[config.mk]
export PLATFORM = sky130hd
export DESIGN_NAME = mod_counter_chain
export DESIGN_NICKNAME = d
export VERILOG_FILES = /design/src/rtl/counter_pkg.sv /design/src/rtl/counter_stage.sv /design/src/rtl/mod_counter_chain.sv
export SDC_FILE = /design/constraint.sdc
export NUM_CORES = 1
export LEC_CHECK = 0
export CAP_MARGIN = 20
export CORE_MARGIN = 2
export CORE_UTILIZATION = 55
export CTS_CLUSTER_DIAMETER = 150
export DETAILED_ROUTE_END_ITERATION = 10
export HOLD_SLACK_MARGIN = 0.02
export PLACE_DENSITY = 0.84
export SYNTH_ARGS = -nofsm -noshare
export SYNTH_HDL_FRONTEND = slang
export SYNTH_HIERARCHICAL = 1
export SYNTH_SLANG_ARGS = --single-unit
[constraint.sdc]
create_clock -name iClk -period 3.19 [get_ports iClk]
set_input_delay 0.638 -clock iClk [delete_from_list [all_inputs] [get_ports iClk]]
set_output_delay 0.638 -clock iClk [all_outputs]
set_load 0.03 [all_outputs]
[src/rtl/counter_pkg.sv]
// Shared types, defaults and helpers for the cascaded modulo counter chain.
package counter_pkg;

    typedef enum logic {IDLE, APPLY} load_state_t;

    localparam int unsigned DEFAULT_STAGES = 3;
    localparam int DEFAULT_LIMITS [DEFAULT_STAGES] = '{60, 60, 24};

    function automatic logic [7:0] bin2bcd8(input int unsigned bin);
        return {4'(bin / 10), 4'(bin % 10)};
    endfunction

    function automatic logic in_range(input int unsigned value, input int unsigned limit);
        return value < limit;
    endfunction

endpackage

[src/rtl/counter_stage.sv]
// One mod-LIMIT up/down counter stage with synchronous load and wrap strobe.
// MOD_COUNTER_CHAIN_BCD_EN adds a registered two-digit BCD copy of the value.
module counter_stage
    import counter_pkg::*;
#(
    parameter int unsigned WIDTH = 7,
    parameter int unsigned LIMIT = 60
) (
    input  logic             iClk,
    input  logic             iRst,
    input  logic             iEn,
    input  logic             iDown,
    input  logic             iLoad,
    input  logic [WIDTH-1:0] iLoadData,
`ifdef MOD_COUNTER_CHAIN_BCD_EN
    output logic [7:0]       oBcd,
`endif
    output logic [WIDTH-1:0] oValue,
    output logic             oTerm_c,
    output logic             oStrb
);

    localparam logic [WIDTH-1:0] TOP = WIDTH'(LIMIT - 1);

    logic [WIDTH-1:0] nextValue;

    // Terminal value depends on the direction presented this cycle.
    always_comb begin
        oTerm_c   = iDown ? (oValue == '0) : (oValue == TOP);
        nextValue = oValue;
        if (iLoad) begin
            nextValue = iLoadData;
        end else if (iEn) begin
            if (oTerm_c) begin
                nextValue = iDown ? TOP : '0;
            end else begin
                nextValue = iDown ? oValue - WIDTH'(1) : oValue + WIDTH'(1);
            end
        end
    end

    always_ff @(posedge iClk or negedge iRst) begin
        if (!iRst) begin
            oValue <= '0;
            oStrb  <= 1'b0;
        end else begin
            oValue <= nextValue;
            oStrb  <= iEn && !iLoad && oTerm_c;
        end
    end

`ifdef MOD_COUNTER_CHAIN_BCD_EN
    always_ff @(posedge iClk or negedge iRst) begin
        if (!iRst) begin
            oBcd <= '0;
        end else begin
            oBcd <= bin2bcd8(32'(nextValue));
        end
    end
`endif

endmodule

[src/rtl/mod_counter_chain.sv]
// Cascade of modulo up/down counters sharing one tick, with a valid/ready preset port.
// Optional MOD_COUNTER_CHAIN_BCD_EN adds the oBcd output.
module mod_counter_chain
    import counter_pkg::*;
#(
    parameter int unsigned STAGES = DEFAULT_STAGES,
    parameter int unsigned WIDTH  = 7,
    parameter int          LIMITS [STAGES] = DEFAULT_LIMITS,
    localparam int unsigned SEL_W = (STAGES > 1) ? $clog2(STAGES) : 1
) (
    input  logic                    iClk,
    input  logic                    iRst,
    input  logic                    iEn,
    input  logic                    iDown,
    input  logic                    iLoadValid,
    input  logic [SEL_W-1:0]        iLoadStage,
    input  logic [WIDTH-1:0]        iLoadData,
    output logic                    oLoadReady,
    output logic                    oLoadErr,
    output logic [STAGES-1:0]       oStrb,
    output logic                    oCarry,
`ifdef MOD_COUNTER_CHAIN_BCD_EN
    output logic [STAGES*8-1:0]     oBcd,
`endif
    output logic [STAGES*WIDTH-1:0] oValue
);

    load_state_t      state;
    logic [SEL_W-1:0] ldStage;
    logic [WIDTH-1:0] ldData;
    logic             pendValid;
    logic             pendDown;

    logic              tickEff_c;
    logic              dirEff_c;
    logic              loadErr_c;
    logic [STAGES-1:0] loadSel_c;
    logic [STAGES-1:0] dataBad_c;
    logic [STAGES-1:0] term_c;
    logic [STAGES:0]   cascade_c;

    // A tick held over from APPLY takes priority and merges with any new tick.
    assign tickEff_c    = (state == IDLE) && (iEn || pendValid);
    assign dirEff_c     = pendValid ? pendDown : iDown;
    assign cascade_c[0] = tickEff_c;
    assign loadErr_c    = ~|loadSel_c || |(loadSel_c & dataBad_c);

    for (genvar i = 0; i < STAGES; i++) begin : g_stage
        logic [WIDTH-1:0] loadVal_c;

        if (LIMITS[i] < 2 || LIMITS[i] > 2 ** WIDTH) begin : g_bad_limit
            $error("mod_counter_chain: LIMITS[%0d] out of range", i);
        end
`ifdef MOD_COUNTER_CHAIN_BCD_EN
        if (LIMITS[i] > 100) begin : g_bad_bcd
            $error("mod_counter_chain: LIMITS[%0d] too large for BCD", i);
        end
`endif

        assign loadSel_c[i]   = (ldStage == SEL_W'(i));
        assign dataBad_c[i]   = !in_range(32'(ldData), 32'(LIMITS[i]));
        assign loadVal_c      = dataBad_c[i] ? WIDTH'(LIMITS[i] - 1) : ldData;
        assign cascade_c[i+1] = cascade_c[i] & term_c[i];

        counter_stage #(
            .WIDTH (WIDTH),
            .LIMIT (LIMITS[i])
        ) u_stage (
            .iClk      (iClk),
            .iRst      (iRst),
            .iEn       (cascade_c[i]),
            .iDown     (dirEff_c),
            .iLoad     ((state == APPLY) && loadSel_c[i]),
            .iLoadData (loadVal_c),
`ifdef MOD_COUNTER_CHAIN_BCD_EN
            .oBcd      (oBcd[i*8 +: 8]),
`endif
            .oValue    (oValue[i*WIDTH +: WIDTH]),
            .oTerm_c   (term_c[i]),
            .oStrb     (oStrb[i])
        );
    end

    // Load FSM, pending tick and carry; ticks and load writes never share an edge.
    always_ff @(posedge iClk or negedge iRst) begin
        if (!iRst) begin
            state      <= IDLE;
            ldStage    <= '0;
            ldData     <= '0;
            pendValid  <= 1'b0;
            pendDown   <= 1'b0;
            oLoadReady <= 1'b1;
            oLoadErr   <= 1'b0;
            oCarry     <= 1'b0;
        end else begin
            oLoadErr <= 1'b0;
            oCarry   <= cascade_c[STAGES];
            case (state)
                IDLE: begin
                    pendValid <= 1'b0;
                    if (iLoadValid) begin
                        ldStage    <= iLoadStage;
                        ldData     <= iLoadData;
                        oLoadReady <= 1'b0;
                        state      <= APPLY;
                    end
                end
                APPLY: begin
                    oLoadReady <= 1'b1;
                    oLoadErr   <= loadErr_c;
                    state      <= IDLE;
                    if (iEn) begin
                        pendValid <= 1'b1;
                        pendDown  <= iDown;
                    end
                end
                default: state <= IDLE;
            endcase
        end
    end

endmodule

Word level (Yosys, flattened, before mapping)
Index checks and enable logic that the tools add are counted.
{ "totals": {"reg_bits": 39, "word_cells": 90, "in_bits": 14, "output_inout_bits": 27} }
{ "op_classes": {"addsub": 6, "n_eq_ne": 7, "order_cmp": 2, "reduce_logical": 29, "bitwise_logic": 5, "mux": 27} }
{ "op_table": {"columns": ["op", "n"], "rows": [
  ["7-bit two-way mux", 14],
  ["7-bit by 1-bit adder with 7-bit output, second input constant", 3],
  ["7-bit logical NOT", 3],
  ["7-bit by 1-bit subtractor with 7-bit output, second input constant", 3],
  ["7-bit by 6-bit equality test with 1-bit output, second input constant", 2],
  ["1-bit logical AND", 10],
  ["1-bit two-way mux", 8],
  ["7-bit by 5-bit equality test with 1-bit output, second input constant", 1],
  ["7-bit by 5-bit < comparator with 1-bit output, second input constant", 1],
  ["7-bit by 6-bit < comparator with 1-bit output, second input constant", 1],
  ["1-bit logical NOT", 6],
  ["6-bit two-way mux", 1],
  ["1-bit one-hot mux with 2 select lines", 3],
  ["2-bit nonzero test", 3],
  ["3-bit OR reduction", 2],
  ["5-bit two-way mux", 1],
  ["2-bit inequality test, second input constant", 2],
  ["2-bit AND reduction", 2],
  ["1-bit AND", 3],
  ["3-bit AND", 1],
  ["2-bit by 1-bit equality test with 1-bit output, second input constant", 1],
  ["2-bit equality test, second input constant", 1],
  ["2-bit logical NOT", 1],
  ["1-bit logical OR", 2],
  ["1-bit inverter", 1]
]} }

Depth between registers and ports, before layout
Gate-level depths: netlist (run 1).
{ "logic_depth": {"ltp_word": 6, "mapped_depth": 11, "ltp_nobuf": 10} }

Hierarchy
Netlist (run 1), hierarchy kept.
{ "modules_own_cells": {"columns": ["module", "area_per_inst_um2", "instances", "cells_per_inst", "seq_area_each_um2"], "rows": [
  ["mod_counter_chain", 757.0, 1, 59, 376.6],
  ["counter_stage (g_stage[0].u_stage)", 739.5, 1, 86, 200.2],
  ["counter_stage (g_stage[2].u_stage)", 696.9, 1, 76, 200.2],
  ["counter_stage (g_stage[1].u_stage)", 693.2, 1, 77, 200.2]
]} }

Worst setup path after synthesis (run 1)
Ideal clock, no wire load.
{ "synth_timing": {"kind": "input port to flip-flop", "startpoint": "input iDown", "endpoint": "register g_stage[1].u_stage.oValue[5]", "setup_slack_ps": 392, "arrival_time_ps": 2678, "path_buffers": 1, "setup_time_ps": 120, "t_required_ps": 3070, "cell_stages": 9, "path_cell_list": "mux2_2 nor4b_2 and2_4 or2_2 and2_1 buf_4 nor2b_1 a221o_1 a31o_1"} }
{ "synth_between": {"elab_cells_between_ends": 10, "cone_classes": "mux: 8; bitwise: 1; reduce/logical: 1"} }
{ "synth_lines": {"columns": ["item", "line", "text"], "rows": [
  ["start: declaration", "mod_counter_chain.sv:14", "input logic iDown,"],
  ["1-bit two-way mux", "mod_counter_chain.sv:44", "assign dirEff_c = pendValid ? pendDown : iDown;"],
  ["1-bit two-way mux", "counter_stage.sv:29", "oTerm_c = iDown ? (oValue == '0) : (oValue == TOP);"],
  ["net term_c[0]", "mod_counter_chain.sv:39", "logic [STAGES-1:0] term_c;"],
  ["1-bit AND", "mod_counter_chain.sv:63", "assign cascade_c[i+1] = cascade_c[i] & term_c[i];"],
  ["net cascade_c[1]", "mod_counter_chain.sv:40", "logic [STAGES:0] cascade_c;"],
  ["2-bit nonzero test (no line)", null, null],
  ["end signal: assignment", "counter_stage.sv:47", "oValue <= nextValue;"],
  ["end: declaration", "counter_stage.sv:18", "output logic [WIDTH-1:0] oValue,"]
]} }
The timed path passes the listed nets, and every way through them passes these cells. The select of a mux whose other input is x is not followed.
A chain may end at the register's enable or synchronous reset.

Worst setup path after layout (run 1)
{ "layout_timing": {"startpoint": "input iDown", "endpoint": "register g_stage[2].u_stage.oValue[6]"} }
{ "layout_between": {"elab_chain_cells": 5, "elab_cells_between_ends": 11, "cone_classes": "mux: 8; bitwise: 2; reduce/logical: 1"} }
{ "layout_lines": {"columns": ["item", "line", "text"], "rows": [
  ["1-bit two-way mux *", "mod_counter_chain.sv:44", null],
  ["net dirEff_c", "mod_counter_chain.sv:35", "logic dirEff_c;"],
  ["7-bit two-way mux / 1-bit two-way mux (equally long branches)", "counter_stage.sv:37, counter_stage.sv:29", null],
  ["7-bit two-way mux / 1-bit AND (equally long branches)", "counter_stage.sv:34, mod_counter_chain.sv:63", null],
  ["7-bit two-way mux / 1-bit AND (equally long branches)", "counter_stage.sv:33, mod_counter_chain.sv:63", null],
  ["7-bit two-way mux / 2-bit nonzero test (equally long branches)", null, null],
  ["end signal: assignment", "counter_stage.sv:47", null],
  ["end: declaration", "counter_stage.sv:18", null]
]} }
Mark *: on every way through the listed nets, which the timed path passes. The rest lies on a longest branch. The select of a mux whose other input is x is not followed.

==> summary.md, run 1 <==
| Metric | Value |
|---|---|
| Clock Tree Buf Depth | `2` |
| Syn_area_per_cell | `9.69 um2` |
| CTS tree | `built` |
| FMAX | `352 MHz` |
| Slowest cell on the critical path | `clkdlybuf4s50_1` |
| Sw Share | `0.460` |
| CTS root buf | `clkbuf_8` |
| Std-Cell Rows | `26` |
| CP top delay family | `buffers and inverters` |
| Main flop type after synthesis | `dfrtp_1` |
| Drt wl/cell | `15.5 um` |
| CP Max Fanout | `12` |
| Number of global-route vias before repair | `between 2000 and 2500` |
| CP max stage delay | `a little over 0.4 ns` |
| Post-route ant nets | `0` |
| Number of buffers added for setup after CTS | `0` |
| GRT Total Usage | `0.237` |
| Post-synth EDFFs | `0` |
| Most frequent cells in the layout | `clkdlybuf4s50_1, dfrtp_1, nor2_1` |
| R2R cell count | `8` |
| Sequential share of the synthesized area | `0.339` |
| Hold Violations, Final | `0` |
| Gate power share | `0.596` |
| Die area | `5840 um2` |
| Total power | `0.00303 W` |
| Reg2reg setup slack | `between 0.6 and 0.7 ns` |
| YS warnings | `6` |
| Crit path cell chain | `clkdlybuf4s50_1 > mux2_2 > buf_4 > ha_1 > nor2b_4 > o31a_1 > or4_1 > o311ai_1 > o21ai_1` |
| Fin crit share | `0.891` |
| Crit path time final | `between 2 and 3 ns` |
| Hold WC Path Type | `input pin to async pin` |
| Worst skew pair latency | `0.29 ns` |
| Core Box Area | `5070 um2` |
| Max-slew headroom | `0.418` |
| Vias/cell | `~5.7` |
| Arrival time worst endpoint | `slightly above 3 ns` |
| Unique masters post-synth | `69` |
| Seq cells post-synth | `39` |
| Final Skew | `0.00183 ns` |
| Commonest non-fill, non-tap cell in the layout | `clkdlybuf4s50_1` |
| Async S/R FF share, synth | `1.00` |
| Hold buffers post-CTS | `0` |
| DIE WIDTH | `76.4 um` |
| CP Class | `input pin to flop` |
| I/O Buffers | `40` |
| Leak | `1.51 nW` |
| H-tree levels | `2` |
| Syn-to-layout area delta | `21.3%` |
| Power Density | `865 nW/um2` |
| Num CTS Buffers | `5` |
| Final-stage net count | `383` |
| Clk sinks | `39` |
| CTS clk-pin slew, worst paths | `about 0.07 ns` |
| R2r endpoint | `g_stage[2].u_stage/oValue[6]$_DFFE_PN0P_` |
| Cell Area, Synth | `2890 um2` |
| Data required, critical path | `3.37 ns` |
| Max Cap Violations | `0` |
| Cells after Synth | `about 300` |
| Status | `complete, no violations` |
| Int Pwr | `0.00164 W` |
| Initial drt markers | `229` |
| Share of layout cells above drive strength 1 | `0.179` |
| Reg2reg start | `pendValid$_DFFE_PN0P_` |
| Initial antenna violation count | `0` |
| Final TNS setup | `0 ns` |
| Routed via count | `2426` |
| Placed cell area | `3420 um2` |
| Psw | `0.00139 W` |
| Antenna cells | `0` |
| Routability congestion estimate | `~0.90` |
| Post_cts resized | `0` |
| First-pass GRT wire length | `between 10 and 15 mm` |
| Residual DRC | `0` |
| DIE HEIGHT | `76.4 um` |
| Dpl hpwl | `4.89 mm` |
| Final setup viols | `0` |
| Worst Setup End Kind | `flop` |
| Critical Path Source Type | `input pin` |
| Initial core utilization | `0.569` |
| VDD IR max | `0.000449 V` |
| Final WL | `6.54 mm` |
| Largest net degree at the start of global routing | `40` |
| Worst Tran Pin Value | `0.872 ns` |
| Flop pwr share | `0.295` |
| DRT Pass-1 Iters | `4` |
| Design Area, Final | `3500 um2` |
| Clock power share | `0.109` |
| WP buf/inv | `2` |
| I/O pin count | `41` |
| Slew Viols, Final | `0` |
| RSZ-0062 raised after global routing | `false` |
| Global route total overflow | `0` |
[cells by family after synthesis]
| kind of cell | Yosys count | synth area share |
|---|---|---|
| AOI/OAI and AO/OA | 85 | 0.210 |
| DFF | 39 | 0.339 |
| muxes | 14 | 0.0672 |
| other | 1 | 0.00130 |
| buffers and inverters | 25 | 0.0368 |
| xor gates and xnor gates | 10 | 0.0303 |
| and+or+nand+nor | 106 | 0.230 |
| adders and majority gates | 18 | 0.0858 |
[registers in the layout (all words and copies together) (netlist names)]
register / count
g_stage.u_stage/oStrb: 3
oLoadReady: 1
oCarry: 1
oLoadErr: 1
pendDown: 1
state: 1
ldStage: 2
g_stage.u_stage/oValue: 21
ldData: 7
pendValid: 1
[Yosys cell counts, types with 2 or more instances]
master    count  area share
o21a_1        6       0.016
a211oi_1      3      0.0078
nand2b_1     13       0.028
a31oi_1       3      0.0065
ha_1         15       0.065
nor4_4        2       0.015
nor2_1       29       0.038
nor2b_1       8       0.017
a221oi_2      2       0.010
nor3b_1       6       0.016
a21o_2        2      0.0061
clkbuf_1      4      0.0052
o21ai_1       2      0.0035
mux2_2        3       0.012
xnor2_1       7       0.021
and2_1        4      0.0087
mux2_4       10       0.052
fa_1          3       0.021
o211ai_1      2      0.0052
and3_1        3      0.0065
or2_2         6       0.013
o31a_1        2      0.0061
nand3_1       3      0.0052
nor4b_2       2       0.010
o21bai_1      3      0.0078
nand2_1      11       0.014
or3_1         3      0.0065
xor2_1        3      0.0091
inv_1        17       0.022
a21oi_1      25       0.043
a221oi_1      2      0.0061
a211oi_2      2      0.0087
nor3_1        4      0.0069
o21ai_0      15       0.026
dfrtp_1      38        0.33
o31ai_1       2      0.0052
[layout make-up]
type,count,area (um2)
clock inverters,2,12.5
inverters,18,67.6
flip-flops and latches,39,977
clock buffers,6,72.6
multi-input cells,237,1810
fillers,418,1570
repair buffers,50,470
well taps,70,87.6
[how the worst max path moves through the flow]
stage          startpoint                                  endpoint  slack (ns)  cells past startpoint
6_report            iDown  g_stage[2].u_stage/oValue[6]$_DFFE_PN0P_        0.35                      9
5_1_grt             iDown  g_stage[1].u_stage/oValue[1]$_DFFE_PN0P_        0.21                     10
4_1_cts             iDown  g_stage[2].u_stage/oValue[6]$_DFFE_PN0P_        0.37                      9
3_5_place_dp        iDown  g_stage[2].u_stage/oValue[6]$_DFFE_PN0P_        0.08                      9
3_3_place_gp        iDown  g_stage[2].u_stage/oValue[6]$_DFFE_PN0P_        0.13                      9
2_1_floorplan       iDown  g_stage[1].u_stage/oValue[5]$_DFFE_PN0P_        0.39                      9
[metrics by stage]
stage	instances	hold slack, ns	worst slack, ns	util
after detailed placement	414	0.459	0.0759	0.673
final	422	0.456	0.347	0.690
after global placement	414	0.467	0.127	0.673
after floorplan	301	0.342	0.392	-
after CTS	422	0.482	0.369	0.690
after global routing	422	0.531	0.213	0.690
[worst reg2reg max path, stage by stage, from the launching register on]
cell      delay (ns)
dfrtp_1         0.38
mux2_2          0.47
buf_4           0.21
ha_1            0.35
nor2b_4         0.14
o31a_1          0.27
or4_1           0.41
o311ai_1        0.11
o21ai_1         0.10
[routing by layer]
| layer | track usage | routed length [um] | up-vias |
|---|---|---|---|
| li1 | - | - | 1184 |
| met5 | 0 | 0 | - |
| met1 | 0.317 | 3020 | 1185 |
| met4 | 0.0709 | 82 | 0 |
| met2 | 0.402 | 3280 | 48 |
| met3 | 0.0320 | 162 | 9 |
[power by group through the flow]
stage / clock, W / sequential (W) / combinational (W)
floorplan: 0 / 0.00108 / 0.00105
finish: 0.000331 / 0.000893 / 0.00181
global route: 0.000360 / 0.000916 / 0.00198
CTS: 0.000339 / 0.000887 / 0.00180
global placement: 0 / 0.000892 / 0.00175
detailed placement: 0 / 0.000895 / 0.00178
(Power assumes the default switching activity.)
==> run 2: changes to the inputs <==
--- a/config.mk
+++ b/config.mk
@@ -7,11 +7,13 @@
 export LEC_CHECK = 0
 export CAP_MARGIN = 20
 export CORE_MARGIN = 2
-export CORE_UTILIZATION = 55
+export CORE_UTILIZATION = 57
+export CTS_BUF_LIST = sky130_fd_sc_hd__clkbuf_8
 export CTS_CLUSTER_DIAMETER = 150
 export DETAILED_ROUTE_END_ITERATION = 10
 export HOLD_SLACK_MARGIN = 0.02
-export PLACE_DENSITY = 0.84
+export PLACE_DENSITY = 0.87
+export SKIP_CTS_REPAIR_TIMING = 1
 export SYNTH_ARGS = -nofsm -noshare
 export SYNTH_HDL_FRONTEND = slang
 export SYNTH_HIERARCHICAL = 1
==> run 2 against run 1 <==
Routed wire length grew 2.7%. Clock skew grew 0.0093 ns. First-iteration DRC count shrank 44%. Clock power grew 48%. Die area shrank 3.3%. Utilization grew 5.4 points. Critical path type unchanged. Maximum frequency grew 1.8%. Sequential power shrank 1%. Highest routed layer unchanged.
==> summary.md, run 2 (synthesized netlist as in run 1, its figures left out) <==
| Metric | Value |
|---|---|
| Max FFs per register | `21 (unchanged)` |
| DIE HEIGHT | `75.2 um (was 76.4 um)` |
| Routed via count | `2478 (was 2426)` |
| Worst skew pair latency | `0.29 ns (about the same)` |
| Core Box Area | `4820 um2 (was 5070 um2)` |
| Hold slack | `0.461 ns (was 0.456 ns)` |
| Share of layout cells above drive strength 1 | `0.190 (was 0.179)` |
| Die area | `5650 um2 (was 5840 um2)` |
| Data required, critical path | `3.36 ns (was 3.37 ns)` |
| Power Density | `891 nW/um2 (was 865 nW/um2)` |
| Num CTS Buffers | `5 (unchanged)` |
| I/O Buffers | `40 (unchanged)` |
| Vias/cell | `5.84 (was 5.75)` |
| CP Max Fanout | `8 (was 12)` |
| Met3 wire len | `326 um (was 162 um)` |
| Final setup viols | `0 (unchanged)` |
| DIE WIDTH | `75.2 um (was 76.4 um)` |
| Routability congestion estimate | `0.849 (was 0.899)` |
| Final-stage net count | `388 (was 383)` |
| Clock Tree Buf Depth | `2 (unchanged)` |
| Post-Route M1 WL | `3.01 mm (was 3.02 mm)` |
| Slew Viols, Final | `0 (unchanged)` |
| Regs by FF count | `g_stage.u_stage/oValue x21, ldData x7, g_stage.u_stage/oStrb x3 (unchanged)` |
| Residual DRC | `0 (unchanged)` |
| Initial core utilization | `0.599 (was 0.569)` |
| H-tree levels | `2 (unchanged)` |
| Commonest non-fill, non-tap cell in the layout | `clkdlybuf4s50_1 (unchanged)` |
| RSZ-0062 raised after global routing | `false (unchanged)` |
| Initial drt markers | `128 (was 229)` |
| Final Skew | `0.0112 ns (was 0.00183 ns)` |
| Antenna cells | `0 (unchanged)` |
| WL met2 | `3.31 mm (was 3.28 mm)` |
| Drt wl/cell | `15.8 um (was 15.5 um)` |
| CTS clk-pin slew, worst paths | `0.08 ns (was 0.07 ns)` |
| DRT Pass-1 Iters | `4 (unchanged)` |
| Syn-to-layout area delta | `24.1% (was 21.3%)` |
| Hold WC Path Type | `input pin to async pin (unchanged)` |
| Clk sinks | `39 (unchanged)` |
| Global route total overflow | `0 (unchanged)` |
| Status | `complete, no violations (unchanged)` |
| Crit path time final | `2.79 ns (was 2.84 ns)` |
| GRT Total Usage | `0.252 (was 0.237)` |
| Largest register by flop count | `g_stage.u_stage/oValue (unchanged)` |
| CP Class | `input pin to flop (unchanged)` |
| Worst Tran Pin Value | `0.873 ns (was 0.872 ns)` |
| FMAX | `358 MHz (was 352 MHz)` |
| VDD IR max | `0.000476 V (was 0.000449 V)` |
| Arrival time worst endpoint | `2.96 ns (was 3.02 ns)` |
| Fin crit share | `0.875 (was 0.891)` |
| Critical Path Source Type | `input pin (unchanged)` |
| Hold Violations, Final | `0 (unchanged)` |
| CTS root buf | `clkbuf_8 (unchanged)` |
| Max Cap Violations | `0 (unchanged)` |
| Final WL | `6.72 mm (was 6.54 mm)` |
| Final TNS setup | `0 ns (unchanged)` |
| First-pass GRT wire length | `10.8 mm (was 11.3 mm)` |
| Worst Setup End Kind | `flop (unchanged)` |
| Number of global-route vias before repair | `2286 (was 2354)` |
| Top routing layer in use | `met4 (unchanged)` |
| Dpl hpwl | `5.12 mm (was 4.89 mm)` |
| Max-slew headroom | `0.418 (about the same)` |
| Most frequent cells in the layout | `clkdlybuf4s50_1, dfrtp_1, nor2_1 (unchanged)` |
| CTS tree | `built (unchanged)` |
| Leak | `1.57 nW (was 1.51 nW)` |
| Post-route ant nets | `0 (unchanged)` |
| Initial antenna violation count | `0 (unchanged)` |
| Largest net degree at the start of global routing | `40 (unchanged)` |
| I/O pin count | `41 (unchanged)` |
| Std-Cell Rows | `25 (was 26)` |
[run 2: changes by cell type in the layout (fill, tap and decap cells not counted)]
cell,previous run,this run
buf_4,10,15
bufinv_16,0,2
clkbuf_1,1,0
clkinv_2,1,0
clkinvlp_4,1,0
inv_1,17,18
[run 2: cell type report]
| cell class | instances | area, um2 |
|---|---|---|
| well taps | 67 | 83.8 |
| fillers | 362 | 1230 |
| repair buffers | 55 | 508 |
| clock buffers | 5 | 68.8 |
| flip-flops and latches | 39 | 977 |
| inverters | 18 | 67.6 |
| multi-input cells | 237 | 1810 |
| clock inverters | 3 | 63.8 |
[run 2: path summary, 6_finish.rpt]
| path | to | slack [ns] | startpoint | cells past startpoint |
|---|---|---|---|---|
| hold reg to reg | oLoadReady$_DFFE_PN1P_ | 0.49 | oLoadReady$_DFFE_PN1P_ | 2 |
| max in group asynchronous | g_stage[2].u_stage/oValue[0]$_DFFE_PN0P_ | 2.18 | iRst | 1 |
| setup reg to reg | g_stage[2].u_stage/oValue[6]$_DFFE_PN0P_ | 0.72 | pendValid$_DFFE_PN0P_ | 8 |
| hold / removal | g_stage[0].u_stage/oValue[5]$_DFFE_PN0P_ | 0.46 | iRst | 1 |
| setup / recovery | g_stage[2].u_stage/oValue[6]$_DFFE_PN0P_ | 0.40 | iDown | 9 |
| min in group iClk | oLoadReady$_DFFE_PN1P_ | 0.49 | oLoadReady$_DFFE_PN1P_ | 2 |
[run 2: stage by stage]
| step | total power, W | util | worst slack, ns | instance area, um2 | instances |
|---|---|---|---|---|---|
| floorplan | 0.00213 | - | 0.392 | 2900 | 301 |
| global placement | 0.00263 | 0.716 | 0.165 | 3450 | 416 |
| detailed placement | 0.00269 | 0.716 | 0.111 | 3450 | 416 |
| CTS | 0.00319 | 0.744 | 0.411 | 3580 | 424 |
| global route | 0.00340 | 0.744 | 0.267 | 3580 | 424 |
| finish | 0.00319 | 0.744 | 0.398 | 3580 | 424 |
[run 2: metal layers]
layer | vias up | global-route usage
met5 | - | 0
met4 | 0 | 0.0643
met3 | 10 | 0.0469
met2 | 66 | 0.404
met1 | 1204 | 0.354
li1 | 1198 | -
[run 2: power breakdown]
part / total, W / switching, W / leakage (nW) / internal [W]
combinational: 0.00182 / 0.000969 / 1.03 / 0.000852
sequential: 0.000883 / 0.000243 / 0.471 / 0.000640
clock: 0.000489 / 0.000179 / 0.0695 / 0.000310
total: 0.00319 / 0.00139 / 1.57 / 0.00180
[run 2: critical path, stage by stage]
cell	delay, ns
clkdlybuf4s50_1	0.42
mux2_2	0.35
buf_4	0.20
ha_1	0.34
nor2b_4	0.14
o31a_1	0.27
or4_1	0.41
o311ai_1	0.09
o21ai_1	0.08
==> run 3: changes to the inputs <==
--- a/config.mk
+++ b/config.mk
@@ -14,6 +14,7 @@
 export HOLD_SLACK_MARGIN = 0.02
 export PLACE_DENSITY = 0.87
 export SKIP_CTS_REPAIR_TIMING = 1
+export SKIP_LAST_GASP = 1
 export SYNTH_ARGS = -nofsm -noshare
 export SYNTH_HDL_FRONTEND = slang
 export SYNTH_HIERARCHICAL = 1
==> results of run 3 <==
Final layout, timing and power as in run 2 (identical DEF).
